**src/rtl/pipeline_readreg_hz.sv**
```systemverilog
// Decode -> register-read pipeline stage with valid/ready, stall, flush and
// load-use hazard detection over LOAD_STALL stages of load-destination tracking.
module pipeline_readreg_hz #(
  parameter int CTRL_W     = 22,
  parameter int RN_W       = 3,
  parameter int IMM_W      = 16,
  parameter int LOAD_BIT   = 8,
  parameter int LOAD_STALL = 1
) (
  input  logic              clk,
  input  logic              rst,
  input  logic              in_valid,
  output logic              in_ready,
  input  logic [CTRL_W-1:0] control_in,
  input  logic [RN_W-1:0]   num_Rm_in,
  input  logic [RN_W-1:0]   num_Rn_in,
  input  logic [RN_W-1:0]   num_Rd_in,
  input  logic [IMM_W-1:0]  imm_in,
  input  logic [2:0]        used_RmRnRd_in,
  input  logic              stall_dn,
  input  logic              flush,
  output logic              out_valid,
  output logic [CTRL_W-1:0] control_out,
  output logic [RN_W-1:0]   num_Rm_out,
  output logic [RN_W-1:0]   num_Rn_out,
  output logic [RN_W-1:0]   num_Rd_out,
  output logic [IMM_W-1:0]  imm_out,
  output logic [2:0]        used_RmRnRd_out,
  output logic              loads,
  output logic              hazard
);

  logic              valid_q, valid_d;
  logic [CTRL_W-1:0] control_q, control_d;
  logic [RN_W-1:0]   rm_q, rm_d;
  logic [RN_W-1:0]   rn_q, rn_d;
  logic [RN_W-1:0]   rd_q, rd_d;
  logic [IMM_W-1:0]  imm_q, imm_d;
  logic [2:0]        used_q, used_d;

  logic                  stage_load_v;
  logic [LOAD_STALL-1:0] entry_v;
  logic [RN_W-1:0]       entry_rd [LOAD_STALL];
  logic                  hazard_hit;

  // Entry 0 is the instruction currently sitting in the stage register.
  assign stage_load_v = valid_q & control_q[LOAD_BIT] & used_q[2];

  generate
    if (LOAD_STALL > 1) begin : g_shadow
      // sh_*[i] tracks the instruction i+1 stages further downstream.
      logic [LOAD_STALL-2:0] sh_v_q, sh_v_d;
      logic [RN_W-1:0]       sh_rd_q [LOAD_STALL-1];
      logic [RN_W-1:0]       sh_rd_d [LOAD_STALL-1];

      always_comb begin
        sh_v_d  = sh_v_q;
        sh_rd_d = sh_rd_q;
        if (!stall_dn) begin
          sh_v_d[0]  = stage_load_v;
          sh_rd_d[0] = rd_q;
          for (int k = 1; k < LOAD_STALL - 1; k++) begin
            sh_v_d[k]  = sh_v_q[k-1];
            sh_rd_d[k] = sh_rd_q[k-1];
          end
        end
      end

      always_ff @(posedge clk or negedge rst) begin
        if (!rst) begin
          sh_v_q <= '0;
          for (int k = 0; k < LOAD_STALL - 1; k++) begin
            sh_rd_q[k] <= '0;
          end
        end else begin
          sh_v_q  <= sh_v_d;
          sh_rd_q <= sh_rd_d;
        end
      end

      always_comb begin
        entry_v[0]  = stage_load_v;
        entry_rd[0] = rd_q;
        for (int k = 1; k < LOAD_STALL; k++) begin
          entry_v[k]  = sh_v_q[k-1];
          entry_rd[k] = sh_rd_q[k-1];
        end
      end
    end else begin : g_no_shadow
      always_comb begin
        entry_v[0]  = stage_load_v;
        entry_rd[0] = rd_q;
      end
    end
  endgenerate

  // Only Rm/Rn sources are compared; Rd is a destination, never a source here.
  always_comb begin
    hazard_hit = 1'b0;
    for (int k = 0; k < LOAD_STALL; k++) begin
      if (entry_v[k] &&
          ((used_RmRnRd_in[0] && (num_Rm_in == entry_rd[k])) ||
           (used_RmRnRd_in[1] && (num_Rn_in == entry_rd[k])))) begin
        hazard_hit = 1'b1;
      end
    end
  end

  assign hazard   = in_valid & hazard_hit;
  assign in_ready = !flush & !stall_dn & !hazard;

  always_comb begin
    valid_d   = valid_q;
    control_d = control_q;
    rm_d      = rm_q;
    rn_d      = rn_q;
    rd_d      = rd_q;
    imm_d     = imm_q;
    used_d    = used_q;
    if (flush || (!stall_dn && (hazard || !in_valid))) begin
      valid_d   = 1'b0;
      control_d = '0;
      rm_d      = '0;
      rn_d      = '0;
      rd_d      = '0;
      imm_d     = '0;
      used_d    = '0;
    end else if (!stall_dn) begin
      valid_d   = 1'b1;
      control_d = control_in;
      rm_d      = num_Rm_in;
      rn_d      = num_Rn_in;
      rd_d      = num_Rd_in;
      imm_d     = imm_in;
      used_d    = used_RmRnRd_in;
    end
  end

  always_ff @(posedge clk or negedge rst) begin
    if (!rst) begin
      valid_q   <= 1'b0;
      control_q <= '0;
      rm_q      <= '0;
      rn_q      <= '0;
      rd_q      <= '0;
      imm_q     <= '0;
      used_q    <= '0;
    end else begin
      valid_q   <= valid_d;
      control_q <= control_d;
      rm_q      <= rm_d;
      rn_q      <= rn_d;
      rd_q      <= rd_d;
      imm_q     <= imm_d;
      used_q    <= used_d;
    end
  end

  assign out_valid       = valid_q;
  assign control_out     = control_q;
  assign num_Rm_out      = rm_q;
  assign num_Rn_out      = rn_q;
  assign num_Rd_out      = rd_q;
  assign imm_out         = imm_q;
  assign used_RmRnRd_out = used_q;
  assign loads           = control_q[LOAD_BIT];

endmodule

```
**config.mk**
```make
export PLATFORM = sky130hd
export DESIGN_NAME = pipeline_readreg_hz
export DESIGN_NICKNAME = d
export VERILOG_FILES = /design/src/rtl/pipeline_readreg_hz.sv
export SDC_FILE = /design/constraint.sdc
export NUM_CORES = 1
export LEC_CHECK = 0
export BUFFER_PORTS_ARGS = -buffer_cell sky130_fd_sc_hd__buf_2
export CAP_MARGIN = 15
export CORE_ASPECT_RATIO = 2
export CORE_UTILIZATION = 40
export CTS_CLUSTER_SIZE = 12
export DETAILED_ROUTE_END_ITERATION = 7
export GPL_TIMING_DRIVEN = 0
export MAX_ROUTING_LAYER = met4
export PLACE_DENSITY = 0.86
export SYNTH_ARGS = -nofsm -noshare
export SYNTH_HDL_FRONTEND = slang
export SYNTH_SLANG_ARGS = --single-unit
```
**constraint.sdc**
```tcl
create_clock -name clk -period 1.2 [get_ports clk]
set_input_delay 0.12 -clock clk [delete_from_list [all_inputs] [get_ports clk]]
set_output_delay 0.12 -clock clk [all_outputs]
set_load 0.02 [all_outputs]
```
==> metrics <==
count of unresolved DRC violations after routing=0; buffer type at the clock tree root=sky130_fd_sc_hd__clkbuf_8; peak fanout along the critical path=3; path depth of the worst reg2reg path=7; worst reg2reg setup slack=-0.50 ns; fin worst setup slack=-0.540 ns; number of global-route vias before repair=1979; launch point of the worst hold path=control_in[2]; Placer Congestion=0.831; share of Yosys cell area claimed by the top area cell type=about three fifths; worst min path class=in2reg; routed via count=2142; Final Net Count=~420; max-slew violation count=0; family with the most delay on the worst path=simple AND/OR/NAND/NOR gates; clock sink count=51; warning count from the yosys run=0; share of synthesized registers carrying an async set or reset=100%; transition time at the pin with the least slew margin=0.471 ns; most frequently used cell type in the post-synthesis netlist=sky130_fd_sc_hd__nand2_1; Power, Total=3.26 mW; Post-Layout Cell Count=428; reg-to-reg endpoint=control_out[18]; largest net degree at the start of global routing=52; total power density per cell area=978 nW/um2; start-to-end type of the worst setup path=reg2out; maximum cell stage delay along the critical path=around 0.45 ns; global-route usage over all layers=21.7%; number of design-rule violations left by the first detailed-router iteration=83; critical path buffer and inverter count=1; clock tree from TritonCTS=done; Initial DRT Pass Iterations=4; endpoint of the worst hold path=control_out[2]; clock buffers created by TritonCTS=5; maximum clock frequency=approximately 570 MHz; wire length of the first global-routing pass=8.78 mm; CTS clk-pin slew, worst paths=0.09 ns; skew final=0.00805 ns; number of hold-slack violations in the final timing report=0; WP depth=5; CP Data Required Time=1.08 ns; number of antenna violations at the first check in global routing=0; final critical-path share of the clock period=145%; worst path cell trace=xnor2_2 -> nand4_1 -> nand2_2 -> and3_4 -> buf_6; fraction of final layout cells sized beyond drive strength 1=53.2%; remaining global-route overflow=0; critical path startpoint category=flop; shortest clock period the worst path allows after layout=1.74 ns; hold path depth=3; horizontal die dimension=53.4 um; Arr. time, crit path=roughly 1.6 ns; number of synthesized flops with an enable pin=0; post-route antenna net violation count=0; row count=37; leakage power total=1.74 nW; cell area after synthesis=2120 um2; cell total after placement=about 400; setup repair after global routing missed its margin=true; number of port buffers=108; Avg WL per Cell=around 15 um; worst slew margin relative to its limit=68.6%; main area contributors after synthesis=sky130_fd_sc_hd__dfrtp_1 (60%), sky130_fd_sc_hd__nand2_1 (18%), sky130_fd_sc_hd__o21ai_0 (9.0%); Initial Util=between 40% and 50%; Critical-path top delay cell=sky130_fd_sc_hd__dfrtp_2; proportion of synthesized chip area in sequential cells=60.3%; status=finished, violations left; Most used DFF post-synth=sky130_fd_sc_hd__dfrtp_1; number of synthesized register bits=51; cell type contributing the most total cell area after synthesis=sky130_fd_sc_hd__dfrtp_1; Max VDD drop=roughly 1.0 mV; clock latency of the later-clocked register in the worst-skew pair=0.29 ns; Worst Setup End Kind=output port; most frequent cells after synthesis=sky130_fd_sc_hd__nand2_1 (102), sky130_fd_sc_hd__dfrtp_1 (51), sky130_fd_sc_hd__o21ai_0 (38); top-level port count=109; Antenna Cells=0; H-tree depth=2; average size of a mapped cell=approximately 9 um2; Post-Place Setup Slack=-0.509 ns; violated checks=negative setup slack; area inside the core boundary=~5100 um2; detailed placer's ending HPWL=4.31 mm; final setup violation count=53; number of instances in the synthesized netlist=236; clock tree buffer depth=2; overall die height=~100 um; total die area=5600 um2; FF-to-FF Start=num_Rd_out[2]; area growth from synthesis to layout=57.4%; Net Count, Synth=291; Yosys cell types=16; total routed wirelength=6.36 mm; per-cell via count in the routed design=5.00; Max-cap violations=0
metal layers:
layer  wire (um)  track usage (%)  share of wire, %  vias to the layer above
li1            -                -                 -                     1025
met1        2230             22.7                35                     1038
met2        3760             37.8                59                       71
met3         233             3.49               3.7                        8
met4         133             9.59               2.1                        0
met5           0                -                 0                        -
worst register-to-register path, stage by stage (launching register included):
cell	delay (ns)
sky130_fd_sc_hd__dfrtp_2	0.45
sky130_fd_sc_hd__xnor2_2	0.18
sky130_fd_sc_hd__nand4_1	0.23
sky130_fd_sc_hd__a21boi_4	0.27
sky130_fd_sc_hd__clkbuf_16	0.18
sky130_fd_sc_hd__buf_6	0.09
sky130_fd_sc_hd__clkbuf_16	0.13
sky130_fd_sc_hd__o21ai_2	0.05
cells in the final DEF (no fill, tap or decap), types with 2 or more instances in the layout:
master                        n
sky130_fd_sc_hd__clkbuf_16    3
sky130_fd_sc_hd__buf_4        5
sky130_fd_sc_hd__clkbuf_1     7
sky130_fd_sc_hd__buf_6       12
sky130_fd_sc_hd__xnor2_2      2
sky130_fd_sc_hd__nand4_1      2
sky130_fd_sc_hd__dfrtp_2      3
sky130_fd_sc_hd__o21ai_2     44
sky130_fd_sc_hd__buf_8        3
sky130_fd_sc_hd__buf_12       3
sky130_fd_sc_hd__buf_2      111
sky130_fd_sc_hd__xnor2_1      4
sky130_fd_sc_hd__nand2_1    101
sky130_fd_sc_hd__o21ai_1      7
sky130_fd_sc_hd__clkbuf_8     5
sky130_fd_sc_hd__dfrtp_1     48
cell families after synthesis:
logic type / Yosys count / synth area share, %
compound gates: 53 / 13.0
xor+xnor: 6 / 2.48
buf+inv: 18 / 4.02
flops: 51 / 60.3
simple gates: 108 / 20.2
layout make-up:
type	count	area, um2
Buffer	16	109
Clock buffer	7	76.3
Clock inverter	1	5.00
Fill cell	435	1760
Inverter	1	3.75
Multi-Input combinational cell	167	956
Sequential cell	51	1280
Tap cell	58	72.6
Timing Repair Buffer	127	828
state kept, by name, summed over array words and instances, names as in the netlist:
name and count:
control_out 22, used_RmRnRd_out 3, imm_out 16, num_Rn_out 3, out_valid 1, num_Rm_out 3, num_Rd_out 3
power by group:
part,internal [mW],switching (mW)
sequential,1.78,0.0399
combinational,0.201,0.295
clock,0.411,0.528
total,2.39,0.863
how the worst max path moves through the flow:
stage | from | end | slack (ns)
final | num_Rd_out[2] | hazard | -0.54
after global routing | num_Rd_out[2] | hazard | -0.58
after CTS | num_Rd_out[2] | hazard | -0.49
after detailed placement | num_Rd_out[2] | control_out[14] | -0.51
after global placement | num_Rd_out[2] | num_Rm_out[2] | -0.49
after floorplan | num_Rd_out[0] | num_Rd_out[2] | -0.19
what timing repair did:
| action | CTS | global route |
|---|---|---|
| buffers inserted | 2 | 9 |
| resized for setup | 9 | 103 |
| endpoints found under the setup margin | 53 | 54 |
| pin swaps | 6 | 30 |
| hold endpoints to repair | 0 | 49 |
| gates cloned | 0 | 6 |
| hold buffers | 0 | 1 |
through the flow:
stage / hold WS [ns] / util [%] / cell area (um2) / setup TNS (ns)
CTS: 0.0418 / 56.7 / 2890 / -23.00
global route: 0.0408 / 65.4 / 3330 / -25.67
floorplan: -0.176 / - / 2140 / -8.93
finish: 0.0523 / 65.4 / 3330 / -24.22
global placement: 0.355 / 54.0 / 2750 / -23.19
detailed placement: 0.360 / 54.0 / 2750 / -23.57
Power figures use the tool's default switching activity.
